===== src/rtl/cpu_pkg.sv =====
// Shared CPU-side types and sizes for the data-memory arbiter.
package cpu_pkg;

   localparam int DATA_W           = 8;
   localparam int ADDR_W           = 8;
   localparam int DEF_STARVE_LIMIT = 4;
   localparam int DEF_STALL_BEATS  = 2;

   typedef enum logic {
      NORMAL = 1'b0,
      FORCE  = 1'b1
   } arb_state_t;

endpackage


===== src/rtl/dmem_port_mux.sv =====
// Combinational steering of the single data-memory port between CPU and DMA.
module dmem_port_mux
   import cpu_pkg::*;
(
   input  logic              dma_gnt,
   input  logic              cpu_mask,
   input  logic [ADDR_W-1:0] cpu_addr,
   input  logic [DATA_W-1:0] cpu_wdata,
   input  logic              cpu_wr,
   input  logic [ADDR_W-1:0] dma_addr,
   input  logic [DATA_W-1:0] dma_wdata,
   input  logic              dma_we,
   output logic [ADDR_W-1:0] mem_addr,
   output logic [DATA_W-1:0] mem_wdata,
   output logic              mem_we
);

   assign mem_addr  = dma_gnt ? dma_addr  : cpu_addr;
   assign mem_wdata = dma_gnt ? dma_wdata : cpu_wdata;
   // A frozen CPU store must not land while stalled; it is replayed after FORCE.
   assign mem_we    = dma_gnt ? dma_we    : (cpu_wr & ~cpu_mask);

endmodule


===== src/rtl/dmem_arbiter.sv =====
// Data-memory arbiter: CPU priority, with a starvation counter that freezes
// the pipeline so the DMA requester is guaranteed forward progress.
module dmem_arbiter
   import cpu_pkg::*;
#(
   parameter int STARVE_LIMIT = DEF_STARVE_LIMIT,
   parameter int STALL_BEATS  = DEF_STALL_BEATS
) (
   input  logic              clk,
   input  logic              rst_n,
   input  logic              cpu_rd,
   input  logic              cpu_wr,
   input  logic [ADDR_W-1:0] cpu_addr,
   input  logic [DATA_W-1:0] cpu_wdata,
   output logic [DATA_W-1:0] cpu_rdata,
   input  logic              dma_valid,
   input  logic              dma_we,
   input  logic [ADDR_W-1:0] dma_addr,
   input  logic [DATA_W-1:0] dma_wdata,
   output logic              dma_ready,
   output logic              dma_rvalid,
   output logic [DATA_W-1:0] dma_rdata,
   output logic [ADDR_W-1:0] mem_addr,
   output logic              mem_we,
   output logic [DATA_W-1:0] mem_wdata,
   input  logic [DATA_W-1:0] mem_rdata,
   output logic              pipe_stall
);

   localparam logic [3:0] WAIT_LAST = 4'(STARVE_LIMIT - 1);
   localparam logic [3:0] BEAT_LAST = 4'(STALL_BEATS - 1);

   arb_state_t state;
   logic [3:0] wait_cnt;
   logic [3:0] beat_cnt;
   logic       cpu_busy;
   logic       dma_gnt;
   logic       beat_acc;

   assign cpu_busy   = cpu_rd | cpu_wr;
   assign dma_gnt    = dma_valid & ((state == FORCE) | ~cpu_busy);
   assign dma_ready  = dma_gnt;
   assign beat_acc   = dma_valid & dma_gnt;
   assign cpu_rdata  = mem_rdata;
   assign pipe_stall = (state == FORCE);

   dmem_port_mux u_mux (
      .dma_gnt   (dma_gnt),
      .cpu_mask  (state == FORCE),
      .cpu_addr  (cpu_addr),
      .cpu_wdata (cpu_wdata),
      .cpu_wr    (cpu_wr),
      .dma_addr  (dma_addr),
      .dma_wdata (dma_wdata),
      .dma_we    (dma_we),
      .mem_addr  (mem_addr),
      .mem_wdata (mem_wdata),
      .mem_we    (mem_we)
   );

   always_ff @(posedge clk or negedge rst_n) begin
      if (!rst_n) begin
         state      <= NORMAL;
         wait_cnt   <= '0;
         beat_cnt   <= '0;
         dma_rvalid <= 1'b0;
         dma_rdata  <= '0;
      end else begin
         dma_rvalid <= beat_acc & ~dma_we;
         if (beat_acc && !dma_we) dma_rdata <= mem_rdata;

         case (state)
            NORMAL: begin
               if (dma_valid && cpu_busy) begin
                  if (wait_cnt == WAIT_LAST) begin
                     state    <= FORCE;
                     wait_cnt <= '0;
                     beat_cnt <= '0;
                  end else begin
                     wait_cnt <= wait_cnt + 4'd1;
                  end
               end else begin
                  wait_cnt <= '0;
               end
            end
            FORCE: begin
               wait_cnt <= '0;
               // Leave on the last beat of the window, or as soon as the DMA goes idle.
               if (beat_acc && beat_cnt != BEAT_LAST) begin
                  beat_cnt <= beat_cnt + 4'd1;
               end else begin
                  state    <= NORMAL;
                  beat_cnt <= '0;
               end
            end
            default: begin
               state    <= NORMAL;
               wait_cnt <= '0;
               beat_cnt <= '0;
            end
         endcase
      end
   end

endmodule


===== config.mk =====
export PLATFORM = sky130hd
export DESIGN_NAME = dmem_arbiter
export DESIGN_NICKNAME = d
export VERILOG_FILES = /design/src/rtl/cpu_pkg.sv /design/src/rtl/dmem_port_mux.sv /design/src/rtl/dmem_arbiter.sv
export SDC_FILE = /design/constraint.sdc
export NUM_CORES = 1
export LEC_CHECK = 0
export CAP_MARGIN = 0
export CORE_MARGIN = 2
export CORE_UTILIZATION = 35
export DETAILED_ROUTE_END_ITERATION = 8
export GPL_TIMING_DRIVEN = 0
export MAX_ROUTING_LAYER = met4
export PLACE_DENSITY = 0.87
export SLEW_MARGIN = 20
export SYNTH_ARGS = -nofsm -noshare
export SYNTH_HDL_FRONTEND = slang
export SYNTH_SLANG_ARGS = --single-unit

===== constraint.sdc =====
create_clock -name clk -period 3 [get_ports clk]
set_input_delay 0.45 -clock clk [delete_from_list [all_inputs] [get_ports clk]]
set_output_delay 0.45 -clock clk [all_outputs]
set_load 0.005 [all_outputs]

==> results.yml <==
sta:
  max_clock_freq_mhz: 362
  min_period_ns: 2.76
  maxSlewViolCount: 0
  relSlewSlack: 0.482
  grt_setup_unrepaired: "no"
  tightest_slew_ns: 0.775
  fin_ws_ns: 0.236
  whs_ns: 0.488
  fin_tns_setup_ns: 0
  setup_viol: 0
  fin_skew_ns: 0.00442
  hold_viol_final: 0
  fin_crit_sh: 0.921
drt:
  wl_per_cell_um: 13.2
  ant_nets: 0
  routed_wl_mm: 2.79
  dr.pass1.iters: 4
  vias: 1042
  drt-initial-drc-count: 7
  drc: 0
  vias_per_cell: 4.94
finish:
  drive_above_1_share: 0.242
  nets: 228
  insertedDiodeCount: 0
  area_growth_pct: 81.8
  fin_area_sq_um: 1970
  fin_cells: 211
worst_hold_path:
  hp-class: "register to register"
  min_path_cells: 1
cts:
  post_cts.repair.setup_buffers: 0
  clkTransAtPathRegs_ns: 0.09
  cts_sinks: 18
  cts_max_path_buffers: 2
  htreeDepth: 1
  clock_latency_ns: 0.28
  cts_tree: "done"
  cts.repair.resized: 0
  cts_hold_buf: 0
  numCtsBuffers: 3
  root_buffer: "clkbuf_4"
yosys:
  syn_nets: 142
  netlist_instances: 93
  synth_area_sq_um: 1090
  ys_ff_latch: 18
  ys_types: 28
  yosysWarnings: 0
  avgSynthCellArea_sq_um: 11.7
  ys_seq_area_frac: 0.415
global_routing:
  grt_pass1_wl_mm: 4.62
  track_usage: 0.176
  grt_pass1_vias: 1095
  antenna_found_initial: 0
  grt_max_degree: 19
  grt.overflow.total: 0
floorplanning:
  io_pins: 82
  dieWidth_um: 59.7
  fp.coreArea_sq_um: 3000
  die_h_um: 59.7
  rows: 20
  start_util: 0.362
  die_area_sq_um: 3560
setup_path:
  worstSetupPathType: "input pin to output port"
  path_cells: "clkdlybuf4s50_1, nor2_2, o21ai_4, buf_6, mux2_2, clkdlybuf4s50_1"
  required_ns: 2.55
  cp_num_buf_inv: 3
  crit_family: "buffers and inverters"
  ff2ff_path_depth: 2
  cp_slowest_stage_delay_ns: 0.51
  crit_path_frequent_cell: "clkdlybuf4s50_1"
  start_kind: "input pin"
  critPathSlowestCell: "clkdlybuf4s50_1"
  path_max_fanout: 10
  cp.arrival_ns: 2.31
  worstSetupEndpointType: "output port"
  crit_cells: 6
place:
  place_area_sq_um: 1940
  portBuffers: 81
  dp_hpwl_mm: 2.43
  place_inst: 207
  place_congestion: 0.761
  pre_cts_ws_ns: 0.228
pwr:
  pwr_density_cell_nw_per_um2: 365
  power.leakage_nw: 0.839
  vdd_ir_drop_max_mv: 0.148
job:
  max_cap_violations: 0
run_status:
  status: "completed"
cells in the final DEF, fill, tap and decap left out, types with 2 or more instances in the layout:
cell,instances
nor2_1,4
nand2_1,2
inv_1,7
a21oi_1,3
mux2_2,25
dfrtp_1,18
a221o_1,2
nor3_1,2
clkbuf_4,3
buf_4,8
nand3_1,2
ha_1,3
clkdlybuf4s50_1,81
worst reg2reg max path, stage by stage, from the launching register on:
cell and delay, ns:
dfrtp_1 0.49, o211ai_2 0.48, mux2_2 0.40
logic make-up (layout without fill, tap and decap cells):
group / Yosys count / count (layout) / synth area share
muxes: 25 / 25 / 0.259
adders and majority gates: 3 / 3 / 0.0346
and+or+nand+nor: 17 / 17 / 0.0887
DFF: 18 / 18 / 0.415
xor gates and xnor gates: 1 / 1 / 0.00807
AOI/OAI and AO/OA: 13 / 13 / 0.105
buffers and inverters: 16 / 101 / 0.0899
sequential cells by signal (all words and copies together), names as in the netlist:
name	count
dma_rdata	8
beat_cnt	4
wait_cnt	4
dma_rvalid	1
pipe_stall	1
per-stage QoR:
stage                     utilization  power, mW
after global placement          0.645      0.574
after floorplan                     -      0.403
after global routing            0.658      0.773
after CTS                       0.658      0.730
after detailed placement        0.645      0.587
final                           0.658      0.721
final timing paths:
check / startpoint / to / slack (ns)
max in group asynchronous: rst_n / dma_rdata[7]$_DFFE_PN0P_ / 1.91
worst min register to register: wait_cnt[0]$_DFF_PN0_ / wait_cnt[0]$_DFF_PN0_ / 0.49
worst max-delay path: cpu_wr / mem_wdata[1] / 0.24
worst min-delay path: wait_cnt[0]$_DFF_PN0_ / wait_cnt[0]$_DFF_PN0_ / 0.49
worst max register to register: pipe_stall$_DFF_PN0_ / dma_rdata[4]$_DFFE_PN0P_ / 1.53
min in group asynchronous: rst_n / beat_cnt[2]$_DFFE_PN0P_ / 0.61
cell usage after synthesis, drive strengths merged:
| cell type | instances | share of area |
|---|---|---|
| o21ai | 2 | 0.020 |
| or3b | 1 | 0.0081 |
| nor2 | 5 | 0.020 |
| nor3b | 1 | 0.012 |
| nand2 | 2 | 0.0069 |
| a21oi | 3 | 0.014 |
| o21a | 1 | 0.0069 |
| nor3 | 2 | 0.0092 |
| nand3 | 2 | 0.0092 |
| and2 | 1 | 0.0058 |
| a2111oi | 1 | 0.014 |
| mux2 | 25 | 0.26 |
| nand3b | 1 | 0.0069 |
| buf | 9 | 0.066 |
| nor2b | 1 | 0.0058 |
| nand2b | 1 | 0.0058 |
| xor2 | 1 | 0.0081 |
| a221o | 2 | 0.018 |
| o2bb2ai | 1 | 0.0081 |
| inv | 7 | 0.024 |
| o211ai | 1 | 0.012 |
| a21o | 1 | 0.0069 |
| ha | 3 | 0.035 |
| o22ai | 1 | 0.0058 |
| dfrtp | 18 | 0.41 |
power breakdown:
part           switching (mW)  internal [mW]  leakage, nW
Combinational          0.0769          0.196        0.586
Sequential             0.0241          0.280        0.232
Clock                  0.0698         0.0738       0.0210
area by class of cell:
class                           instances  area, sq um
Timing Repair Buffer                   81          811
Buffer                                  9         71.3
Sequential cell                        18          450
Clock buffer                            4         36.3
Tap cell                               33         41.3
Inverter                                7         26.3
Multi-Input combinational cell         59          538
Fill cell                             239         1030
routing by layer:
layer	up-vias	share of wire	track usage
met5	-	0	-
met4	0	0.014	0.0476
met3	4	0.14	0.0671
met2	69	0.49	0.303
met1	471	0.36	0.190
li1	498	-	-
Power figures use the tool's default switching activity.
